==> src/rtl/clock_pkg.sv <==
// Shared types and field limits for the digital clock time-setting path.
package clock_pkg;

  typedef enum logic [2:0] {
    ST_RUN,
    ST_EDIT_H,
    ST_EDIT_M,
    ST_EDIT_S,
    ST_COMMIT
  } state_t;

  localparam logic [1:0] FIELD_NONE = 2'd0;
  localparam logic [1:0] FIELD_HOUR = 2'd1;
  localparam logic [1:0] FIELD_MIN  = 2'd2;
  localparam logic [1:0] FIELD_SEC  = 2'd3;

  localparam int HOUR_W = 5;
  localparam int MIN_W  = 6;
  localparam int SEC_W  = 6;

  localparam logic [5:0] HOUR_MAX = 6'd23;
  localparam logic [5:0] MIN_MAX  = 6'd59;
  localparam logic [5:0] SEC_MAX  = 6'd59;

endpackage

==> src/rtl/time_set_ctrl_blink_gen.sv <==
// Blink generator: square wave of BLINK_HALF-cycle halves, held at 1 when disabled.
module blink_gen #(
  parameter int BLINK_HALF = 25_000_000
) (
  input  logic clk,
  input  logic rst,
  input  logic en,
  input  logic restart,
  output logic blink
);

  localparam int CW = (BLINK_HALF > 1) ? $clog2(BLINK_HALF) : 1;
  localparam logic [CW-1:0] CNT_LAST = CW'(BLINK_HALF - 1);

  logic [CW-1:0] r_cnt;
  logic          r_blink;

  always_ff @(posedge clk or posedge rst) begin
    if (rst) begin
      r_cnt   <= '0;
      r_blink <= 1'b1;
    end else if (!en || restart) begin
      r_cnt   <= '0;
      r_blink <= 1'b1;
    end else if (r_cnt == CNT_LAST) begin
      r_cnt   <= '0;
      r_blink <= ~r_blink;
    end else begin
      r_cnt   <= r_cnt + 1'b1;
    end
  end

  assign blink = r_blink;

endmodule

==> src/rtl/time_set_ctrl.sv <==
// Time-setting UI: MODE steps through hour/min/sec edit, INC/DEC adjust, commit loads the timekeeper.
module time_set_ctrl
  import clock_pkg::*;
#(
  parameter int BLINK_HALF  = 25_000_000,
  parameter int TIMEOUT_SEC = 10
) (
  input  logic              clk,
  input  logic              rst,
  input  logic              mode_pulse,
  input  logic              inc_pulse,
  input  logic              dec_pulse,
  input  logic              tick_1hz,
  input  logic [HOUR_W-1:0] cur_hour,
  input  logic [MIN_W-1:0]  cur_min,
  input  logic [SEC_W-1:0]  cur_sec,
  output logic              edit_active,
  output logic [1:0]        edit_field,
  output logic [HOUR_W-1:0] set_hour,
  output logic [MIN_W-1:0]  set_min,
  output logic [SEC_W-1:0]  set_sec,
  output logic              load_pulse,
  output logic              blink
);

  localparam logic [3:0] TMO_LAST = 4'(TIMEOUT_SEC - 1);

  function automatic logic [5:0] wrap_inc(input logic [5:0] v, input logic [5:0] max);
    return (v >= max) ? 6'd0 : v + 6'd1;
  endfunction

  function automatic logic [5:0] wrap_dec(input logic [5:0] v, input logic [5:0] max);
    return (v == 6'd0) ? max : v - 6'd1;
  endfunction

  state_t            r_state, w_next;
  logic [3:0]        r_tmo, w_tmo_next;
  logic [HOUR_W-1:0] r_hour, w_hour_next;
  logic [MIN_W-1:0]  r_min, w_min_next;
  logic [SEC_W-1:0]  r_sec, w_sec_next;
  logic              r_edit_active, r_load;
  logic [1:0]        r_field, w_field_next;
  logic              w_restart, w_next_edit, w_key, w_adj_inc, w_adj_dec;

  assign w_key     = mode_pulse | inc_pulse | dec_pulse;
  assign w_adj_inc = inc_pulse & ~dec_pulse & ~mode_pulse;
  assign w_adj_dec = dec_pulse & ~inc_pulse & ~mode_pulse;

  always_comb begin
    w_next      = r_state;
    w_tmo_next  = r_tmo;
    w_hour_next = r_hour;
    w_min_next  = r_min;
    w_sec_next  = r_sec;
    w_restart   = 1'b0;
    case (r_state)
      ST_RUN: begin
        if (mode_pulse) begin
          w_next      = ST_EDIT_H;
          w_hour_next = cur_hour;
          w_min_next  = cur_min;
          w_sec_next  = cur_sec;
          w_tmo_next  = 4'd0;
          w_restart   = 1'b1;
        end
      end
      ST_EDIT_H, ST_EDIT_M, ST_EDIT_S: begin
        // Key activity beats a coincident tick; timeout exits without a load.
        if (w_key) begin
          w_tmo_next = 4'd0;
        end else if (tick_1hz) begin
          if (r_tmo == TMO_LAST) begin
            w_next     = ST_RUN;
            w_tmo_next = 4'd0;
          end else begin
            w_tmo_next = r_tmo + 4'd1;
          end
        end
        if (inc_pulse || dec_pulse) w_restart = 1'b1;
        if (mode_pulse) begin
          case (r_state)
            ST_EDIT_H: w_next = ST_EDIT_M;
            ST_EDIT_M: w_next = ST_EDIT_S;
            default:   w_next = ST_COMMIT;
          endcase
        end else if (w_adj_inc || w_adj_dec) begin
          case (r_state)
            ST_EDIT_H: w_hour_next = w_adj_inc ? 5'(wrap_inc({1'b0, r_hour}, HOUR_MAX))
                                               : 5'(wrap_dec({1'b0, r_hour}, HOUR_MAX));
            ST_EDIT_M: w_min_next  = w_adj_inc ? wrap_inc(r_min, MIN_MAX) : wrap_dec(r_min, MIN_MAX);
            default:   w_sec_next  = w_adj_inc ? wrap_inc(r_sec, SEC_MAX) : wrap_dec(r_sec, SEC_MAX);
          endcase
        end
      end
      default: w_next = ST_RUN;
    endcase
  end

  always_comb begin
    w_field_next = FIELD_NONE;
    w_next_edit  = 1'b1;
    case (w_next)
      ST_EDIT_H: w_field_next = FIELD_HOUR;
      ST_EDIT_M: w_field_next = FIELD_MIN;
      ST_EDIT_S: w_field_next = FIELD_SEC;
      default:   w_next_edit  = 1'b0;
    endcase
  end

  always_ff @(posedge clk or posedge rst) begin
    if (rst) begin
      r_state       <= ST_RUN;
      r_tmo         <= 4'd0;
      r_hour        <= '0;
      r_min         <= '0;
      r_sec         <= '0;
      r_edit_active <= 1'b0;
      r_field       <= FIELD_NONE;
      r_load        <= 1'b0;
    end else begin
      r_state       <= w_next;
      r_tmo         <= w_tmo_next;
      r_hour        <= w_hour_next;
      r_min         <= w_min_next;
      r_sec         <= w_sec_next;
      r_edit_active <= w_next_edit;
      r_field       <= w_field_next;
      r_load        <= (w_next == ST_COMMIT);
    end
  end

  blink_gen #(.BLINK_HALF(BLINK_HALF)) u_blink (
    .clk     (clk),
    .rst     (rst),
    .en      (w_next_edit),
    .restart (w_restart),
    .blink   (blink)
  );

  assign edit_active = r_edit_active;
  assign edit_field  = r_field;
  assign set_hour    = r_hour;
  assign set_min     = r_min;
  assign set_sec     = r_sec;
  assign load_pulse  = r_load;

endmodule

==> config.mk <==
export PLATFORM = sky130hd
export DESIGN_NAME = time_set_ctrl
export DESIGN_NICKNAME = d
export VERILOG_FILES = /design/src/rtl/clock_pkg.sv /design/src/rtl/time_set_ctrl_blink_gen.sv /design/src/rtl/time_set_ctrl.sv
export SDC_FILE = /design/constraint.sdc
export NUM_CORES = 1
export LEC_CHECK = 0
export CAP_MARGIN = 20
export CORE_MARGIN = 2
export CORE_UTILIZATION = 50
export DETAILED_ROUTE_END_ITERATION = 16
export PLACE_DENSITY_LB_ADDON = 0.1
export SYNTH_ARGS = -nofsm -noshare
export SYNTH_HDL_FRONTEND = slang
export SYNTH_SLANG_ARGS = --single-unit
==> constraint.sdc <==
create_clock -name clk -period 1.88 [get_ports clk]
set_input_delay 0.376 -clock clk [delete_from_list [all_inputs] [get_ports clk]]
set_output_delay 0.376 -clock clk [all_outputs]
set_load 0.05 [all_outputs]
==> run_results.csv <==
group,metric,value,unit
route,viasPerCell,5.68,
clocking,cts_sinks,54,
clocking,cts.clk_slew.worst_paths,0.10,ns
floorplan,pin_count,45,
floorplan,start_util,0.513,
synth,synth_edf_count,0,
final_layout,nets,509,
sta,worst_slack,0.0521,ns
setup_path,max_stage_delay,0.80,ns
place,dp_hpwl,6140,um
place,gp_congestion,0.832,
setup_path,reg2reg_from,"set_hour[0]",
sta,drv_slew,0,
clocking,cts_inserted_buffers,5,
grt,grt_pass1_vias,2955,
synth,synth_nets,429,
sta,maxSlewHeadroom,0.638,
setup_path,worstPathRequired,1.50,ns
synth,synth_area,3450,um2
place,portBuffers,44,
clocking,cts_tree,"yes",
setup_path,worstSetupStartpointType,"flop",
final_layout,syn_to_final_growth,29.4,%
sta,fin_setup_tns,0,ns
setup_path,startpoint,"edit_active",
grt,grt_max_degree,27,
grt,grt_overflow,0,
grt,antenna_found_initial,0,
grt,grt_usage,0.228,
final_layout,layout-drive-gt1-share,0.229,
route,drc,0,
run_status,status,"complete, no violations",
floorplan,core,6720,um2
synth,synthArstFlopShare,1.00,
clocking,cts_buffer_depth,2,
min_path,hold_path_class,"in -> async",
sta,finalCritPeriodShare,0.972,
grt,grt_pass1_wl,14000,um
sta,tightest_slew,0.540,ns
sta,fmax,547,MHz
route,firstDrtPassIters,4,
sta,setup_violations,0,
sta,finalClockSkew,0.00998,ns
sta,post-route-min-period,1.83,ns
final_layout,antenna_cells,0,
setup_path,path_buf_inv,1,
flow_run,maxCapViolations,0,
sta,hold_violations,0,
synth,post_synth.cell_area_avg,8.72,um2
synth,synth_cells,395,
setup_path,path_cells,"clkdlybuf4s50_1",
floorplan,dieArea,7570,um2
power_and_ir_drop,vdd_drop_max,0.000855,V
route,ant_nets,0,
clocking,clk_root_buffer_cell,"clkbuf_8",
floorplan,die_x,87.0,um
route,routedWlPerCell,14.8,um
clocking,hold_buffers,0,
synth,synthFlopType,"dfrtp_1",
power_and_ir_drop,p_leak,1.90,nW
setup_path,worstPathArrival,1.45,ns
place,pre_cts_ws,-0.397,ns
floorplan,die_y,87.0,um
synth,yosys_warnings,0,
clocking,clk_latency,0.31,ns
setup_path,cp-end-kind,"primary output",
route,vias,3157,
synth,synth-seq-cells,54,
setup_path,path_class,"reg -> out",
synth,synth.distinct_cells,69,
synth,yosysSeqAreaShare,0.393,
floorplan,rows,30,
power_and_ir_drop,p_per_area,1360,nW/um2
setup_path,crit_fanout,1,
route,wl,8220,um
route,dr.first_iter.drc_count,185,
setup_path,slowest_stage,"clkdlybuf4s50_1",
clocking,htreeDepth,2,
setup_path,cp_top_family,"buffers and inverters",
Yosys cell counts (2+ instances only):
cell | instances | area share
nand2_1 | 29 | 0.032
nand4_1 | 8 | 0.015
o221ai_1 | 3 | 0.0076
nand3_1 | 20 | 0.029
o21bai_1 | 3 | 0.0065
buf_2 | 9 | 0.013
clkbuf_1 | 10 | 0.011
buf_6 | 2 | 0.0065
nor3b_1 | 5 | 0.011
or4b_1 | 2 | 0.0058
dfrtp_1 | 53 | 0.38
a31oi_1 | 7 | 0.013
nor2b_1 | 5 | 0.0091
inv_1 | 10 | 0.011
o21ai_1 | 8 | 0.012
a21boi_0 | 2 | 0.0044
and4_1 | 2 | 0.0051
a21oi_1 | 19 | 0.028
nor2_1 | 50 | 0.054
nor3_1 | 15 | 0.022
o31ai_1 | 3 | 0.0065
xor2_1 | 20 | 0.051
nand2b_1 | 2 | 0.0036
a211oi_1 | 2 | 0.0044
and3_1 | 11 | 0.020
a21o_1 | 3 | 0.0065
nor3b_2 | 2 | 0.0073
xnor2_1 | 7 | 0.018
and2_1 | 3 | 0.0054
or4b_4 | 2 | 0.0080
nor4_1 | 2 | 0.0036
o21a_1 | 3 | 0.0065
o211ai_1 | 4 | 0.0087
a22oi_1 | 2 | 0.0044
or3_1 | 2 | 0.0036
ha_1 | 11 | 0.040
o21ai_0 | 17 | 0.025
o22ai_1 | 6 | 0.011
final cells by class:
cell class / instances / area [um2]
clock buffers: 6 / 82.6
clock inverters: 2 / 16.3
fillers: 565 / 2260
inverters: 10 / 37.5
multi-input cells: 309 / 2010
flip-flops and latches: 54 / 1360
well taps: 80 / 100
repair buffers: 95 / 855
sequential cells by signal (all words and copies together) (netlist names):
signal	count
edit_active	1
edit_field	2
load_pulse	1
r_state	3
r_tmo	4
set_hour	5
set_min	6
set_sec	6
u_blink.blink	1
u_blink.r_cnt	25
final timing paths:
path / end / slack, ns / cells after the start
max reg2reg: set_hour[0] / 0.06 / 7
max: edit_active / 0.05 / 1
min reg2reg: u_blink.r_cnt[0] / 0.52 / 1
max in group asynchronous: set_sec[0] / 1.08 / 3
min in group clk: u_blink.r_cnt[0] / 0.52 / 1
min: r_tmo[2] / 0.35 / 2
layer usage:
layer  global-route usage  up-vias  wire length [um]
li1                     -     1593                 -
met1                0.338     1505              4070
met2                0.354       55              3760
met4               0.0398        0                43
met5                    0        -                 0
met3               0.0389        4               348
power by group:
part           internal (mW)  switching [mW]
clock network          0.304           0.399
logic                   1.51            2.23
registers               1.41           0.214
per-stage QoR:
| step | util | cell area, um2 | power, mW | cells | hold WS [ns] |
|---|---|---|---|---|---|
| global placement | 0.638 | 4280 | 5.18 | 546 | 0.493 |
| CTS | 0.654 | 4400 | 5.99 | 554 | 0.355 |
| global route | 0.664 | 4460 | 6.50 | 556 | 0.375 |
| detailed placement | 0.638 | 4280 | 5.24 | 546 | 0.509 |
| floorplan | - | 3460 | 3.97 | 395 | 0.463 |
| finish | 0.664 | 4460 | 6.07 | 556 | 0.346 |
cell usage in the layout, fill, tap and decap left out, types with 9 or more instances in the layout:
master	n
dfrtp_1	46
clkdlybuf4s50_1	21
a21oi_1	19
o21ai_0	17
xor2_1	20
and3_1	11
ha_1	9
nand2_1	29
nand3_1	20
nor3_1	14
nor2_1	50
buf_4	63
worst reg2reg max path, delay by kind of cell, from the launching register on:
kind,cells,cell delay [ns]
AOI/OAI and AO/OA,4,0.47
adders and majority gates,1,0.25
buffers and inverters,1,0.14
DFF,1,0.39
and+or+nand+nor,1,0.46
cells by family (layout without fill, tap and decap cells):
family                     Yosys count  count (layout)  share of synthesized area
xor gates and xnor gates            27              27                     0.0686
AOI/OAI and AO/OA                  101             101                      0.199
and+or+nand+nor                    170             170                      0.256
buffers and inverters               32             113                     0.0436
DFF                                 54              54                      0.393
adders and majority gates           11              11                     0.0399
repair_timing:
action	CTS	global route
setup buffers	0	2
pin swaps	2	2
gates cloned	0	0
setup endpoints to repair	9	7
resized for setup	7	10
No activity file was read; power rests on OpenSTA's default activity.
==> variant 1 (same flow settings) <==
Register the input `mode_pulse` before use, cleared by the reset. The logic sees it one clock later. The other inputs are not delayed to match.
--- a/src/rtl/time_set_ctrl.sv
+++ b/src/rtl/time_set_ctrl.sv
@@ -26,4 +26,14 @@
   localparam logic [3:0] TMO_LAST = 4'(TIMEOUT_SEC - 1);
 
+  logic mode_pulse_q;
+
+  always_ff @(posedge clk or posedge rst) begin
+    if (rst) begin
+      mode_pulse_q <= '0;
+    end else begin
+      mode_pulse_q <= mode_pulse;
+    end
+  end
+
   function automatic logic [5:0] wrap_inc(input logic [5:0] v, input logic [5:0] max);
     return (v >= max) ? 6'd0 : v + 6'd1;
@@ -43,7 +53,7 @@
   logic              w_restart, w_next_edit, w_key, w_adj_inc, w_adj_dec;
 
-  assign w_key     = mode_pulse | inc_pulse | dec_pulse;
-  assign w_adj_inc = inc_pulse & ~dec_pulse & ~mode_pulse;
-  assign w_adj_dec = dec_pulse & ~inc_pulse & ~mode_pulse;
+  assign w_key     = mode_pulse_q | inc_pulse | dec_pulse;
+  assign w_adj_inc = inc_pulse & ~dec_pulse & ~mode_pulse_q;
+  assign w_adj_dec = dec_pulse & ~inc_pulse & ~mode_pulse_q;
 
   always_comb begin
@@ -56,5 +66,5 @@
     case (r_state)
       ST_RUN: begin
-        if (mode_pulse) begin
+        if (mode_pulse_q) begin
           w_next      = ST_EDIT_H;
           w_hour_next = cur_hour;
@@ -78,5 +88,5 @@
         end
         if (inc_pulse || dec_pulse) w_restart = 1'b1;
-        if (mode_pulse) begin
+        if (mode_pulse_q) begin
           case (r_state)
             ST_EDIT_H: w_next = ST_EDIT_M;
Formal check against the unedited RTL: not equivalent (Yosys sat finds a counterexample within 4 cycles, from zero or initial values and one cycle with rst high).
==> variant 1 against the unedited design <==
Sequential cell count grew 1; wire length shrank 1.2%; setup slack gained 0.0047 ns; hold slack lost 0.019 ns; critical path depth is the same; total power shrank 1.3%; area after synthesis grew 1.2%; critical endpoint unchanged; cell area shrank 0.20%; largest cell class unchanged.
==> variant 1: results (changes against the unedited design) <==
Worst setup path
  – R2R Path Start: u_blink.r_cnt[8]
  – R2r endpoint: u_blink.r_cnt[21]
  – R2R Setup Slk: 0.09 ns (+0.03 ns)
  – Reg2Reg Depth: 6 (-1)

Logic synthesis
  – Area contributors post-synth: dfrtp_1, nor2_1, xor2_1
  – Commonest cells post-synth: dfrtp_1, nor2_1, nand2_1
  – Register area share after synthesis: 39.5% (+0.24 points)
  – Post-Syn Nets: 433 (+0.93%)
  – Cells after synthesis: 399 (+1.0%)

Global route
  – First-pass GRT wire length: 13.5 mm (-3.5%)
  – Largest net degree at the start of global routing: 28 (+3.7%)
  – Total track usage: 21.8% (-1.0 points)
  – Vias in the first global route: 2,951 (-0.14%)

STA
  – Fin Hold WS: 0.328 ns (-0.0188 ns)
  – Fin Clk Skew: 0.00733 ns (-0.00265 ns)
  – Worst slew margin: 65.7% (+1.9 points)
  – Final min period: 1.82 ns (-0.00467 ns)

Finish
  – Nets: 501 (-1.6%)
  – Sequential cell area: 0.00139 mm^2 (+1.8%)
  – Share of post-route cells with drive strength above 1: 22.0% (-0.89 points)
  – # fillers: 578 (+2.3%)

Route
  – Post-detailed-routing wire length: 8.13 mm (-1.2%)
  – Vias/cell: 5.80 (+2.2%)
  – Wire per inst: 14.8 um (+0.28%)
  – DR iter-0 viols: 188 (+1.6%)

CTS
  – CTS clk-pin slew, worst paths: 0.11 ns
  – Root Driver: clkbuf_8

Placed design
  – Cells after DPL: 536 (-1.8%)
  – Placed cell areas: 0.00419 mm^2 (-2.1%)
  – Setup Slack @ Placement: -0.302 ns (+0.0952 ns)
  – Post-DP HPWL: 5.76 mm (-6.2%)
  – GP Congestion: 0.926 (+11%)

Status
  – Status: finished, final reports clean

Pwr
  – Peak supply drop: 879 uV (+2.8%)
## variant 1: power breakdown
| group | switching [mW] | internal, mW | leakage [nW] |
|---|---|---|---|
| clock network | 0.444 | 0.282 | 0.0515 |
| registers | 0.464 | 1.44 | 0.709 |
| logic | 2.03 | 1.33 | 1.18 |
| total | 2.93 | 3.06 | 1.94 |
## variant 1: cell families (layout without fill, tap and decap cells)
family	after synthesis	in the layout	synth area share, %
simple gates	172	172	26.2
compound gates	93	93	17.6
flops	55	55	39.5
buf+inv	37	106	4.77
xor+xnor	28	28	7.03
fa+ha+maj	11	11	3.95
mux	3	3	0.968
## variant 1: worst reg2reg max path, cell delays in order (launching register included)
cell and delay [ns]:
dfrtp_2 0.44, nor4_4 0.29, nand4b_1 0.17, nor4b_4 0.35, nand2b_4 0.22, clkbuf_16 0.16
nor2_1 0.05
## variant 1: worst max path at each step
stage,startpoint,to,cells past startpoint
floorplan,set_min[1],set_min[0],6
global placement,inc_pulse,set_hour[2],7
global route,u_blink.r_cnt[8],u_blink.r_cnt[24],6
detailed placement,dec_pulse,set_min[0],6
finish,edit_active,edit_active,1
CTS,edit_field[0],edit_field[0],1
## variant 1: metal layers
metal	routed length [um]	part of all wire, %	global-route usage (%)	vias up
met3	301	3.7	3.03	16
li1	-	-	-	1561
met1	3790	47	30.4	1522
met5	0	0	0	-
met4	121	1.5	6.29	0
met2	3910	48	35.5	81
## variant 1: layout make-up
class,count,share of cell area [%]
clock inverters,3,0.759
repair buffers,86,17.4
clock buffers,5,1.55
flip-flops and latches,55,31.1
well taps,80,2.25
inverters,12,1.01
multi-input cells,307,45.9
## variant 1: what timing repair did
item,4_1_cts,5_1_grt
endpoints found under the setup margin,2,37
gates cloned,0,1
gates resized for setup,1,22
pin swaps,0,6
setup buffers,0,3
==> variant 2 (same flow settings) <==
Without the edit above. Change the parameter `TIMEOUT_SEC` from 10 to 8.
--- a/src/rtl/time_set_ctrl.sv
+++ b/src/rtl/time_set_ctrl.sv
@@ -4,5 +4,5 @@
 #(
   parameter int BLINK_HALF  = 25_000_000,
-  parameter int TIMEOUT_SEC = 10
+  parameter int TIMEOUT_SEC = 8
 ) (
   input  logic              clk,
Formal check against the unedited RTL: not equivalent (a bounded check fails within 10 cycles, from zero or initial values and one cycle with rst high).
==> variant 2 against the unedited design <==
The run now ends with setup timing left; sequential cell count stayed put; global-route usage is 1.9 points higher; cell area is 7.9% higher; wire length is 20% higher; total power hardly changed; setup slack worse by 0.091 ns; area after synthesis is 7.6% higher; maximum frequency is 4.8% lower; critical endpoint is now u_blink.r_cnt[24]; largest power group unchanged; highest routed layer unchanged.
==> variant 2: results (changes against the unedited design) <==
Worst setup path
  – Reg2Reg Depth: 5 (-2)
  – Cell family with most CP delay: simple AND/OR/NAND/NOR gates
  – Crit path max-delay cell type: or4_4
  – Largest stage delay, worst path: 0.55 ns (-0.25 ns)
  – Max FO, Critical Path: 5 (+4)

Logic synthesis
  – Synth Area in Compound Gates: 24.8% (+4.9 points)
  – Synth Warn #: 0 (unchanged)
  – Post-Syn Nets: 454 (+5.8%)
  – Mux cell area share after synthesis: 0.810% (+0.81 points)
  – Register area share after synthesis: 36.5% (-2.8 points)
  – Xor/xnor share of the synthesized area: 3.07% (-3.8 points)
  – Cells after synthesis: 421 (+6.6%)
  – Area contributors post-synth: dfrtp_1, ha_1, nand2_1
  – Distinct cells, synth: 69 (unchanged)
  – Commonest cells post-synth: dfrtp_1, nand2_1, clkbuf_1
  – Adder-Cell Fraction of Synth Area: 3.38% (-0.62 points)

Route
  – DR iter-0 viols: 170 (-8.1%)
  – TritonRoute pass-1 iters: 5 (+1)
  – Wire per inst: 16.2 um (+9.8%)
  – Vias/cell: 6.11 (+7.6%)
  – Post-detailed-routing wire length: 9.87 mm (+20%)

Placed design
  – Post-DP HPWL: 7.24 mm (+18%)
  – GP Congestion: 0.938 (+13%)
  – Setup Slack @ Placement: -0.306 ns (+0.0907 ns)
  – Placed cell areas: 0.00467 mm^2 (+9.1%)
  – Cells after DPL: 599 (+9.7%)

Global route
  – Vias in the first global route: 3,602 (+22%)
  – Largest net degree at the start of global routing: 28 (+3.7%)
  – Total track usage: 24.7% (+1.9 points)
  – First-pass GRT wire length: 17.0 mm (+21%)

STA
  – Final Hold Viols: 0 (unchanged)
  – Final setup TNS: -0.0393 ns (-0.0393 ns)
  – Final worst slack: -0.0393 ns (-0.0914 ns)
  – Fin Hold WS: 0.268 ns (-0.0787 ns)
  – Fin Clk Skew: 0.0171 ns (+0.00713 ns)
  – Setup-failing EPs final: 1 (+1)
  – Worst slew margin: 66.6% (+2.8 points)

CTS
  – Total CTS buffers: 5 (unchanged)
  – Clock buffer depth: 2 (unchanged)
  – CTS clk-pin slew, worst paths: 0.12 ns (+0.02 ns)
  – Hold-fix buffers at CTS: 0 (unchanged)
  – Root Driver: clkbuf_8
  – Skew-Pair Late Insertion Delay: 0.32 ns

Finish
  – # fillers: 622 (+10%)
  – Largest reg by FF count: u_blink.r_cnt
  – Nets: 541 (+6.3%)
  – Number of flip-flops in the largest register: 25 (unchanged)
  – Share of post-route cells with drive strength above 1: 24.4% (+1.5 points)

Status
  – Failing checks: setup timing
  – Status: complete, but fails checks

Pwr
  – Peak supply drop: 1000 uV (+17%)
  – Leakage: 1.96 nW (+3.0%)
-- variant 2: changes by cell type after synthesis, sizes merged, moves of 6 or more --
cell,before,now
nor2,50,17
a211oi,3,16
clkbuf,10,23
xor2,20,8
o31ai,3,14
buf,12,4
o21ai,25,17
or3,2,10
or4,1,9
o211ai,4,11
inv,10,16
-- variant 2: timing repair --
action / in CTS / in global routing
pin swaps: 1 / 3
buffers inserted: 1 / 0
gates resized for setup: 3 / 7
hold endpoints to repair: 0 / 0
setup endpoints to repair: 26 / 35
-- variant 2: power by group --
| group | switching [mW] | leakage, nW | total, mW | internal, mW |
|---|---|---|---|---|
| registers | 0.317 | 0.697 | 1.73 | 1.41 |
| logic | 2.20 | 1.22 | 3.65 | 1.45 |
| clock network | 0.425 | 0.0447 | 0.695 | 0.271 |
-- variant 2: metal layers --
| metal | track usage (%) | wire (um) | up-vias |
|---|---|---|---|
| li1 | - | - | 1795 |
| met3 | 2.43 | 322 | 6 |
| met2 | 44.0 | 4980 | 94 |
| met4 | 5.77 | 68 | 0 |
| met5 | 0 | 0 | - |
| met1 | 32.5 | 4510 | 1821 |
-- variant 2: cell type report --
class                   instances  area (um^2)  share of cell area (%)
clock buffers                   5         68.8                    1.43
flip-flops and latches         54         1360                    28.2
clock inverters                 3         25.0                   0.520
repair buffers                107          935                    19.4
well taps                      99          124                    2.57
multi-input cells             324         2240                    46.6
inverters                      16         60.1                    1.25
-- variant 2: path summary, 6_finish.rpt --
path / start / to
hold reg to reg: r_tmo[1] / r_tmo[1]
min in group clk: r_tmo[1] / r_tmo[1]
max in group asynchronous: rst / u_blink.r_cnt[22]
hold / removal: rst / u_blink.r_cnt[6]
setup / recovery: u_blink.r_cnt[9] / u_blink.r_cnt[24]
setup reg to reg: u_blink.r_cnt[9] / u_blink.r_cnt[24]
